<file path="src/rtl/adc_scan_sequencer_if.sv">
// ============================================================================
//  Module   : adc_scan_sequencer_if
//  Brief    : Conversion-side and result-side signal bundle for the ADC scan
//             sequencer. The master modport is the sequencer. The slave
//             modport is the converter plus the result consumer.
//  Revision : 1.0 - initial release
// ============================================================================
`timescale 1ns/1ps
`default_nettype none

interface adc_scan_sequencer_if;
  // Conversion interface
  logic [1:0]  adc_mux;
  logic        adc_start;
  logic        adc_ready;
  logic [15:0] adc_data;
  // Result stream (valid/ready)
  logic        res_valid;
  logic        res_ready;
  logic [15:0] res_data;
  logic [1:0]  res_ch;

  modport master (
    output adc_mux, adc_start, res_valid, res_data, res_ch,
    input  adc_ready, adc_data, res_ready
  );

  modport slave (
    input  adc_mux, adc_start, res_valid, res_data, res_ch,
    output adc_ready, adc_data, res_ready
  );
endinterface

`default_nettype wire

</file>
<file path="src/rtl/adc_scan_sequencer.sv">
// ============================================================================
//  Module   : adc_scan_sequencer
//  Brief    : Round-robin scanner over up to four ADC mux channels. For each
//             channel it selects the mux, waits a settling time, requests a
//             conversion, captures the result and hands it downstream over a
//             valid/ready handshake. A conversion that never completes raises
//             a sticky timeout flag.
//  Revision : 1.0 - initial release
// ============================================================================
`timescale 1ns/1ps
`default_nettype none

module adc_scan_sequencer #(
  parameter int TIMEOUT = 64           // WAIT cycles before abort, 2..255
) (
  input  wire logic             clk,
  input  wire logic             rst_n,
  input  wire logic             scan_en,
  input  wire logic [3:0]       ch_mask,
  input  wire logic [7:0]       settle_cycles,
  input  wire logic             err_clr,
  adc_scan_sequencer_if.master  bus,
  output logic                  busy,
  output logic                  timeout_err
);

  // Last counter value in WAIT before the conversion is abandoned. The
  // counter starts at 0 in the first WAIT cycle. The abort therefore happens
  // after exactly TIMEOUT WAIT cycles without adc_ready.
  localparam logic [7:0] c_tmo_last = 8'(TIMEOUT - 1);

  typedef enum logic [2:0] {
    S_IDLE   = 3'd0,
    S_SETTLE = 3'd1,
    S_START  = 3'd2,
    S_WAIT   = 3'd3,
    S_OUTPUT = 3'd4
  } state_t;

  state_t      state;
  state_t      state_nxt;
  logic [1:0]  last_ch;
  logic [1:0]  next_ch;
  logic [7:0]  settle_cnt;
  logic [7:0]  tmo_cnt;
  logic        sel;
  logic        capture;
  logic        handshake;
  logic        tmo_hit;

  // First enabled channel strictly after 'last', wrapping 3->0. The loop runs
  // from the farthest candidate to the nearest, so the nearest one wins. The
  // farthest candidate (offset 4) is 'last' itself. A lone enabled channel
  // therefore selects itself again.
  function automatic logic [1:0] pick_next(input logic [1:0] last,
                                           input logic [3:0] mask);
    logic [1:0] cand;
    pick_next = last;
    for (int i = 4; i >= 1; i--) begin
      cand = last + 2'(i);
      if (mask[cand]) pick_next = cand;
    end
  endfunction

  // Candidate channel for the next selection.
  always_comb begin
    next_ch = pick_next(last_ch, ch_mask);
  end

  // State register.
  always_ff @(posedge clk) begin
    if (!rst_n) state <= S_IDLE;
    else        state <= state_nxt;
  end

  // Next-state logic, datapath strobes and state-decoded outputs.
  always_comb begin
    state_nxt     = S_IDLE;
    sel           = 1'b0;
    capture       = 1'b0;
    handshake     = 1'b0;
    tmo_hit       = 1'b0;
    bus.adc_start = 1'b0;
    busy          = 1'b0;
    case (state)
      S_IDLE: begin
        if (scan_en && (ch_mask != 4'd0)) begin
          sel       = 1'b1;
          state_nxt = S_SETTLE;
        end else begin
          state_nxt = S_IDLE;
        end
      end
      S_SETTLE: begin
        busy = 1'b1;
        // A count of 0 or 1 both leave SETTLE after its first cycle.
        state_nxt = (settle_cnt <= 8'd1) ? S_START : S_SETTLE;
      end
      S_START: begin
        busy          = 1'b1;
        bus.adc_start = 1'b1;
        state_nxt     = S_WAIT;
      end
      S_WAIT: begin
        busy = 1'b1;
        if (bus.adc_ready) begin
          capture   = 1'b1;
          state_nxt = S_OUTPUT;
        end else if (tmo_cnt == c_tmo_last) begin
          tmo_hit   = 1'b1;
          state_nxt = S_IDLE;
        end else begin
          state_nxt = S_WAIT;
        end
      end
      S_OUTPUT: begin
        busy = 1'b1;
        // res_valid is always high in OUTPUT, so res_ready alone completes it.
        if (bus.res_ready) begin
          handshake = 1'b1;
          state_nxt = S_IDLE;
        end else begin
          state_nxt = S_OUTPUT;
        end
      end
      default: state_nxt = S_IDLE;
    endcase
  end

  // Channel selection, counters, result capture and the sticky error flag.
  always_ff @(posedge clk) begin
    if (!rst_n) begin
      last_ch       <= 2'd3;
      bus.adc_mux   <= 2'd0;
      settle_cnt    <= 8'd0;
      tmo_cnt       <= 8'd0;
      bus.res_valid <= 1'b0;
      bus.res_data  <= 16'd0;
      bus.res_ch    <= 2'd0;
      timeout_err   <= 1'b0;
    end else begin
      // The channel counts as sampled as soon as it is selected. A timeout
      // therefore still advances the scan.
      if (sel) begin
        last_ch     <= next_ch;
        bus.adc_mux <= next_ch;
        settle_cnt  <= settle_cycles;
      end else if ((state == S_SETTLE) && (settle_cnt != 8'd0)) begin
        settle_cnt <= settle_cnt - 8'd1;
      end

      if (state == S_START)     tmo_cnt <= 8'd0;
      else if (state == S_WAIT) tmo_cnt <= tmo_cnt + 8'd1;

      if (capture) begin
        bus.res_data  <= bus.adc_data;
        bus.res_ch    <= bus.adc_mux;
        bus.res_valid <= 1'b1;
      end else if (handshake) begin
        bus.res_valid <= 1'b0;
      end

      // A timeout in the same cycle as err_clr leaves the flag set.
      if (tmo_hit)      timeout_err <= 1'b1;
      else if (err_clr) timeout_err <= 1'b0;
    end
  end

endmodule

`default_nettype wire
</file>
<file path="src/flat_wrapper.sv">
// flat-port wrapper written by rule: the top's interface ports become plain ports
module adc_scan_sequencer_flat 
#(
  parameter int TIMEOUT = 64                                              
)
  (clk, rst_n, scan_en, ch_mask, settle_cycles, err_clr, busy, timeout_err, bus_adc_mux, bus_adc_start, bus_res_valid, bus_res_data, bus_res_ch, bus_adc_ready, bus_adc_data, bus_res_ready);
  adc_scan_sequencer_if bus_i ();
  input  wire logic clk;
  input  wire logic rst_n;
  input  wire logic scan_en;
  input  wire logic [3:0] ch_mask;
  input  wire logic [7:0] settle_cycles;
  input  wire logic err_clr;
  output logic busy;
  output logic timeout_err;
  output wire logic [$bits(bus_i.adc_mux)-1:0] bus_adc_mux;
  output wire logic [$bits(bus_i.adc_start)-1:0] bus_adc_start;
  output wire logic [$bits(bus_i.res_valid)-1:0] bus_res_valid;
  output wire logic [$bits(bus_i.res_data)-1:0] bus_res_data;
  output wire logic [$bits(bus_i.res_ch)-1:0] bus_res_ch;
  input wire logic [$bits(bus_i.adc_ready)-1:0] bus_adc_ready;
  input wire logic [$bits(bus_i.adc_data)-1:0] bus_adc_data;
  input wire logic [$bits(bus_i.res_ready)-1:0] bus_res_ready;
  assign bus_adc_mux = bus_i.adc_mux;
  assign bus_adc_start = bus_i.adc_start;
  assign bus_res_valid = bus_i.res_valid;
  assign bus_res_data = bus_i.res_data;
  assign bus_res_ch = bus_i.res_ch;
  assign bus_i.adc_ready = bus_adc_ready;
  assign bus_i.adc_data = bus_adc_data;
  assign bus_i.res_ready = bus_res_ready;
  adc_scan_sequencer #(.TIMEOUT(TIMEOUT)) u_core (.clk(clk), .rst_n(rst_n), .scan_en(scan_en), .ch_mask(ch_mask), .settle_cycles(settle_cycles), .err_clr(err_clr), .bus(bus_i), .busy(busy), .timeout_err(timeout_err));
endmodule
</file>
<file path="config.mk">
export PLATFORM = sky130hd
export DESIGN_NAME = adc_scan_sequencer_flat
export DESIGN_NICKNAME = d
export VERILOG_FILES = /design/src/rtl/adc_scan_sequencer_if.sv /design/src/rtl/adc_scan_sequencer.sv /design/src/flat_wrapper.sv
export SDC_FILE = /design/constraint.sdc
export NUM_CORES = 1
export LEC_CHECK = 0
export ABC_CLOCK_PERIOD_IN_PS = 4200
export BUFFER_PORTS_ARGS = -buffer_cell sky130_fd_sc_hd__buf_4
export CAP_MARGIN = 20
export CORE_MARGIN = 2
export CORE_UTILIZATION = 55
export DETAILED_ROUTE_END_ITERATION = 10
export PLACE_DENSITY = 0.95
export SETUP_SLACK_MARGIN = 0.05
export SYNTH_ARGS = -nofsm -noshare
export SYNTH_HDL_FRONTEND = slang
export SYNTH_SLANG_ARGS = --single-unit
</file>
<file path="constraint.sdc">
create_clock -name clk -period 4.2 [get_ports clk]
set_clock_uncertainty 0.05 [all_clocks]
set_input_delay 0.63 -clock clk [delete_from_list [all_inputs] [get_ports clk]]
set_output_delay 0.63 -clock clk [all_outputs]
set_load 0.005 [all_outputs]
</file>
* Yosys cells after proc, flatten, opt, wreduce, memory -nomap -nowiden *
Cells that the tools add are included.

word-level totals
  register bits after elaboration = 43
  bits of input ports = 34
  output and inout bits = 24
  word-level logic and storage cells = 66

operators by class
  $add $sub $neg = 5
  magnitude comparators = 4
  equal/unequal tests = 5
  multiplexer cells = 32
  bitwise operators = 1
  reduce and logical (&&, ||, !) cells = 10

operator list
  operator               number
  $mux W1                19
  $mux W8                2
  $pmux W3 S5            1
  $mux W2                5
  $lt A2 B3 Y1 const B   3
  $add A8 B1 Y8 const B  1
  $eq A8 B6 Y1 const B   1
  $le A8 B1 Y1 const B   1
  $reduce_bool A8 Y1     1
  $sub A8 B1 Y8 const B  1
  $bmux W1 S2            3
  $eq A3 B2 Y1 const B   2
  $mux W3                2
  $reduce_bool A2 Y1     3
  $add A2 B2 Y2 const B  2
  $reduce_bool A4 Y1     1
  $reduce_or A4 Y1       1
  $eq A3 B1 Y1 const B   1
  $eq A3 B3 Y1 const B   1
  $logic_not A3 Y1       1
  $add A2 B1 Y2 const B  1
  $logic_and A1 B1 Y1    2
  $reduce_or A2 Y1       1
  $not A1 Y1             1

* Depth between registers and ports, before layout *
Gate-level depths: netlist (run 1).

  depth after elaboration = 6
  depth in mapped cells = 7

* Least setup slack after synthesis (run 1) *
No wires, ideal clock.

  kind = reg-to-reg
  start point = register u_core.settle_cnt[0]
  end point = register u_core.settle_cnt[1]
  arrival time = 1.815 ns
  setup slack = 2.260 ns
  stages on the path, launching flop included = 8
  period minus slack after synthesis = 1.940 ns
  cell sequence = dfxtp_1 > inv_1 > ha_1 > or3b_2 > clkbuf_1 > o21ai_2 > mux2_2 > o22ai_1

on the way
  word-level cells in the longest chain between the ends = 3
  elaborated cells between the ends (all ways) = 6
  classes of those cells = add/sub: 1; mux: 2; reduce/logical: 3

ends and longest elaborated chain
  item                                                 RTL line                                              source
  from (decl)                                          adc_scan_sequencer.sv:44                              logic [7:0] settle_cnt;
  from (signal assigned)                               adc_scan_sequencer.sv:147                             settle_cnt <= settle_cycles;
  from (signal assigned)                               adc_scan_sequencer.sv:149                             settle_cnt <= settle_cnt - 8'd1;
  $sub A8 B1 Y8 or $reduce_bool A8 Y1 (tied branches)  adc_scan_sequencer.sv:149, adc_scan_sequencer.sv:148
  $mux W8 or $logic_and A1 B1 Y1 (tied branches)       adc_scan_sequencer.sv:148                             end else if ((state == S_SETTLE) && (settle_cnt != 8'd0)) begin
  $mux W8 or $reduce_bool A2 Y1 (tied branches)        -

Parallel ways exist; a longest one is shown, timed or not. The select of a mux whose other input is x is not followed.
A chain may end at the register's enable or synchronous reset.

* Final worst setup path (run 1) *
  start point = register u_core.state[1]
  end point = register u_core.last_ch[0]

on the way
  word-level cells in the longest chain between the ends = 2

ends and longest elaborated chain
  item                    RTL line                   source
  from (decl)             adc_scan_sequencer.sv:40   state_t state;
  from (signal assigned)  adc_scan_sequencer.sv:73   else state <= state_nxt;
  $logic_not A3 Y1        adc_scan_sequencer.sv:85   case (state)
  $mux W1                 adc_scan_sequencer.sv:85
  to (signal assigned)    adc_scan_sequencer.sv:145  last_ch <= next_ch;
  to (decl)               adc_scan_sequencer.sv:42   logic [1:0] last_ch;

Every way passes these cells.

==> results of run 1 <==
-- state kept, by name, indices dropped and copies added (netlist names) --
register,cells
u_core.last_ch,2
u_core.bus.res_valid,1
u_core.tmo_cnt,8
u_core.settle_cnt,8
u_core.bus.res_data,16
u_core.state,3
u_core.bus.adc_mux,2
u_core.bus.res_ch,2
u_core.timeout_err,1
-- power breakdown --
part / internal, µW / switching, µW / leakage (µW)
Combinational: 114 / 120 / 0.000588
Sequential: 437 / 40.8 / 0.000349
Clock: 192 / 138 / 0.0000612
-- path summary, 6_finish.rpt --
kind | from | end | slack (ps) | depth (start not counted)
setup / recovery | u_core.state[1] | u_core.last_ch[0] | 1940 | 4
hold / removal | u_core.bus.res_data[7] | u_core.bus.res_data[7] | 420 | 2
setup reg to reg | u_core.state[1] | u_core.last_ch[0] | 1940 | 4
hold reg to reg | u_core.bus.res_data[7] | u_core.bus.res_data[7] | 420 | 2
-- synthesized netlist by cell type, types with 4 or more instances --
library cell and n:
o21ai_0 12, nor3_1 5, dfxtp_1 43, a21boi_0 18, nand2_1 50, xor2_1 6
nand3_1 6, or4_1 4, a21oi_1 13, nor2_1 11, inv_1 7, xnor2_1 6
clkbuf_1 6, ha_1 4
-- cell type report --
cell class / instances / area (µm²)
fill: 290 / 1052
inverter: 7 / 26.28
tap: 48 / 60.06
sequential: 43 / 860.8
clock inverter: 2 / 35.03
multi-input combinational: 181 / 1089
timing repair buffer: 57 / 427.9
clock buffer: 6 / 82.58
-- placed cells by master, fill, tap and decap left out, drive strengths merged, types with 2 or more instances in the layout --
cell	n
inv	7
nand2	50
a21boi	19
nor3b	4
nand3	6
nand2b	3
or3	3
dfxtp	43
xor2	6
o211ai	3
xnor2	6
nand3b	2
nand4	2
o21ai	13
or4	5
nor2	12
ha	4
nor4	3
buf	57
o31ai	2
clkbuf	6
nor3	5
a21oi	13
a31oi	3
-- worst max-delay path, delay by kind of cell (launching register included) --
| kind | cells | cell delay, ps |
|---|---|---|
| flip-flops | 1 | 410 |
| AND/OR/NAND/NOR | 4 | 1740 |
-- per-layer routing --
layer	track usage (%)	vias to the layer above	wire length, µm
met5	0	-	0
met4	10.16	0	81
met3	3.425	8	206
met2	40.08	54	2202
met1	29.05	865	2045
li1	-	953	-
-- per-stage QoR --
stage | worst slack (ps) | std cells | total power (µW) | util (%)
finish | 1940 | 344 | 1043 | 71.04
CTS | 1961 | 344 | 1043 | 71.04
detailed placement | 1749 | 336 | 713.4 | 67.80
global route | 1739 | 344 | 1099 | 71.04
floorplan | 2260 | 245 | 646.8 | -
global placement | 1806 | 336 | 703.2 | 67.80
-- cells by family (layout without fill, tap and decap cells) --
family / count (synthesis) / in the layout / synth area share, %
buffers and inverters: 21 / 72 / 5.115
AOI/OAI and AO/OA: 61 / 61 / 19.49
adders and majority gates: 4 / 4 / 2.436
and+or+nand+nor: 103 / 103 / 25.40
xor gates and xnor gates: 12 / 12 / 5.116
muxes: 1 / 1 / 0.5481
DFF: 43 / 43 / 41.90
==> results.toml, run 1 <==
[hold_path]
hp-class = "reg -> reg"

[sta]
tns_ps = 0
min_period_ps = 2260
holdWs_ps = 415.3
finalHoldViolCount = 0
relSlewSlack_pct = 43.30
drv_slew = 0
rsz0062_at_grt = "no"
fmax_mhz = 442.6
setup_violations = 0
worstMarginPinSlew_ps = 846.0
period_share_pct = 53.80

[synth]
yosys.area.top_type_share_pct = 41.90
synthesis.nets = 283
synth_area_leaders = "dfxtp_1 42%, nand2_1 9.1%, a21boi_0 6.6%"
syn_area_mm2 = 0.002054
async_flop_share_pct = 0
yosysSeqAreaShare_pct = 41.90
yosysUniqueCellTypes = 49
avgSynthCellArea_um2 = 8.386
ys_ff_latch = 43
synth_ff_type = "dfxtp_1"
yosysWarnings = 0
synth_top_cell_by_area = "dfxtp_1"
synth-edff-count = 0
synth_cells = 245

[detailed_routing]
drtAntennaViolNets = 0
drc = 0
vias = 1880
via_per_inst = 5.465
drt-initial-drc-count = 86
wl_per_cell_um = 13.19
drt-pass1-iter-count = 4
routed_wl_um = 4536

[power_and_ir_drop]
ir_drop_uv = 205.3
power_density_mw_per_mm2 = 404.0
p_leak_uw = 0.0009984

[floorplanning]
initial_core_util_pct = 56.54
fp.dieH_um = 65.12
io_pins = 58
die_w_um = 65.12
coreArea_mm2 = 0.003633
die-area_mm2 = 0.004240
rows = 22

[cts]
htreeDepth = 2
cts.clk_slew.worst_paths_ps = 80
hold_buffers = 0
clockBufferDepth = 2
cts_setup_buffers = 0
cts_tree = "built"
cts-buffers-inserted = 5
cts_root_buf = "clkbuf_8"
clock_latency_ps = 300
clock-sinks = 43
cts_resized = 0

[global_routing]
grt_pass1_vias = 1787
grt_pass1_wl_um = 7810
grt_overflow = 0
antenna_found_initial = 0
grt_use_total_pct = 23.29
grt_max_degree = 37

[cells_and_area]
area_growth_pct = 25.64
n_antenna_cell = 0
finish.instance_area_mm2 = 0.002581
final_nets = 333
drive_gt1_share_pct = 23.99

[setup_path]
arrival_ps = 2440
required_ps = 4390
slowest_stage = "or4_1"
max_stage_delay_ps = 740
cp-end-kind = "register"
cp_max_fo = 24
critPathLaunchType = "register"
path_class = "reg -> reg"
crit_chain = "nor2_1 > nand4b_1 > or4_1 > nand3_1"

[placed_design]
post_dp_cell_area_mm2 = 0.002464
gp_congestion = 0.8704
dpl.hpwl_um = 3091
portBuffers = 57

[outcome]
run_status = "finished clean"

[run]
cap_violations = 0
No activity file was read; power rests on OpenSTA's default activity.
==> run 2, diff against run 1 <==
Settings changed: ABC_AREA from default to 1, ABC_CLOCK_PERIOD_IN_PS 4200 to 2000, CORE_UTILIZATION 55 to 47, PLACE_DENSITY 0.95 to 0.88.
Clock period 4.2 ns to 2 ns, I/O delays scaled along.
==> run 2 against run 1 <==
Compared with the run above: die area grew 21%; largest power group is now combinational logic; worst setup slack got worse by 1600 ps; final area up 5.2%; sequential share of layout area decreased by 1.6 points; core utilization down 9.1 points; non-clock buffer count rose by 3; combinational power grew to 5.1 times the previous value.
==> results.toml, run 2 <==
[cells_and_area]
regMostFlops = "u_core.bus.res_data"
largest_registers = "u_core.bus.res_data: 16 flops, u_core.settle_cnt: 8 flops, u_core.tmo_cnt: 8 flops"
layout_common_cells = "85 x nand2_1, 60 x buf_4, 43 x dfxtp_1"
area_growth_pct = 26.75
layout_commonest_cell = "nand2_1"
n_antenna_cell = 0
drive_gt1_share_pct = 23.12
finish.instance_area_mm2 = 0.002715
largest_reg_flops = 16
utilization_pct = 61.93
final_nets = 409

[detailed_routing]
drtAntennaViolNets = 0
wl_per_cell_um = 11.71
routed_wl_um = 4964
via_per_inst = 5.167
drc = 0
drt-initial-drc-count = 158
drt-pass1-iter-count = 4
vias = 2191

[power_and_ir_drop]
seqPwrFrac_pct = 37.2
sw_frac_of_total_pct = 38.62
clockPowerShare_pct = 22.7
power_density_mw_per_mm2 = 1090
p_leak_uw = 0.001247
ir_drop_uv = 965.6
p_int_uw = 1816
combPwrFrac_pct = 40.1
power.switching_uw = 1143

[placed_design]
post-place-ws_ps = 305.7
gp_congestion = 0.8634
portBuffers = 57
post_dp_cell_area_mm2 = 0.002603
dpl.hpwl_um = 3719

[synth]
synth_top_cell_by_area = "dfxtp_1"
synth_ff_type = "dfxtp_1"
synth-edff-count = 0
ys_ff_latch = 43
yosysMostFrequentCell = "nand2_1"
async_flop_share_pct = 0
avgSynthCellArea_um2 = 6.800
synthesis.nets = 353
synth_commonest_cells = "85 x nand2_1, 43 x dfxtp_1, 37 x nand3_1, 35 x a21oi_1, 32 x inv_1"
yosysWarnings = 0
synth_cells = 315
yosysSeqAreaShare_pct = 40.19
yosysUniqueCellTypes = 29
synth_area_leaders = "dfxtp_1 40%, nand2_1 15%, nand3_1 8.6%"
yosys.area.top_type_share_pct = 40.19
syn_area_mm2 = 0.002142

[floorplanning]
die-area_mm2 = 0.005114
fp.dieH_um = 71.51
rows = 24
die_w_um = 71.51
initial_core_util_pct = 48.86
io_pins = 58
coreArea_mm2 = 0.004384

[hold_path]
holdPathEnd = "u_core.timeout_err"
hp-class = "in -> reg"
hp-start = "err_clr"
hold_depth = 4

[sta]
holdWs_ps = 217.8
tns_ps = 0
fmax_mhz = 589.3
period_share_pct = 84.84
finalHoldViolCount = 0
min_period_ps = 1697
worst_slack_ps = 303.1
relSlewSlack_pct = 57.83
setup_violations = 0
rsz0062_at_grt = "no"
worstMarginPinSlew_ps = 631.0
drv_slew = 0

[global_routing]
grt.busiest_layer = "met2"
grt_use_met1_pct = 23.87
grt_max_degree = 30
antenna_found_initial = 0
grt_overflow = 0
met3_usage_pct = 3.516
grt_pass1_vias = 2027
grt_pass1_wl_um = 8411
grt_use_total_pct = 20.38
met2_usage_pct = 37.86

[setup_path]
path_class = "reg -> reg"
r2r_slack_ps = 300
required_ps = 2120
ff2ff_path_depth = 8
critPathLaunchType = "register"
r2r-start = "u_core.state[0]"
cp-end-kind = "register"
arrival_ps = 1820
rr_endpoint = "u_core.settle_cnt[1]"
cp_max_fo = 17

[cts]
clockBufferDepth = 2
cts_root_buf = "clkbuf_8"
clock-sinks = 43
cts.clk_slew.worst_paths_ps = 80
clock_latency_ps = 290
cts_setup_buffers = 0
hold_buffers = 0
cts_resized = 0
cts-buffers-inserted = 5
htreeDepth = 2
cts_tree = "built"

[outcome]
run_status = "finished clean"

[run]
cap_violations = 0
[run 2: worst max-delay path, cell delays in order (launching register included)]
cell	delay, ps
dfxtp_1	350
nor2_2	160
nand2_1	80
nor2_1	110
nand2_2	230
nand2_2	250
clkinv_1	180
nand2_1	100
a21oi_1	60
[run 2: power groups by stage]
stage	Combinational [µW]	Clock [µW]	Sequential (µW)
3_3_place_gp	1140	0	1110
4_1_cts	1190	680	1100
5_1_grt	1370	713	1120
2_1_floorplan	916	0	1080
3_5_place_dp	1180	0	1120
6_report	1190	672	1100
[run 2: how the worst max path moves through the flow]
stage	cells past startpoint	from	to
final	8	u_core.state[0]	u_core.settle_cnt[1]
after detailed placement	8	u_core.state[0]	u_core.settle_cnt[4]
after CTS	8	u_core.state[0]	u_core.settle_cnt[4]
after floorplan	7	u_core.state[0]	u_core.settle_cnt[5]
after global routing	8	u_core.state[0]	u_core.settle_cnt[4]
after global placement	8	u_core.state[0]	u_core.settle_cnt[4]
[run 2: logic make-up (layout without fill, tap and decap cells)]
logic type | Yosys count | count (layout) | share of synthesized area (%)
xor+xnor | 2 | 2 | 0.8179
compound gates | 54 | 54 | 13.08
simple gates | 164 | 164 | 34.23
fa+ha+maj | 4 | 4 | 2.337
mux | 1 | 1 | 0.4673
buf+inv | 47 | 104 | 8.879
flops | 43 | 43 | 40.19
[run 2: final cells by class]
class                           instances  area (µm²)
Clock inverter                          3       43.79
Sequential cell                        43       860.8
Fill cell                             396        1669
Inverter                               36       135.1
Tap cell                               52       65.06
Clock buffer                            5       68.82
Multi-Input combinational cell        225        1091
Timing Repair Buffer                   60       450.4
[run 2: per-stage QoR]
stage | instances | total power, µW
global placement | 416 | 2256
detailed placement | 416 | 2301
finish | 424 | 2959
CTS | 424 | 2968
global route | 424 | 3203
floorplan | 315 | 1999
[run 2: routing by layer]
| metal | share of wire [%] | wire (µm) |
|---|---|---|
| met5 | 0 | 0 |
| met4 | 1.0 | 50 |
| met3 | 4.0 | 201 |
| met2 | 52 | 2599 |
| met1 | 43 | 2113 |
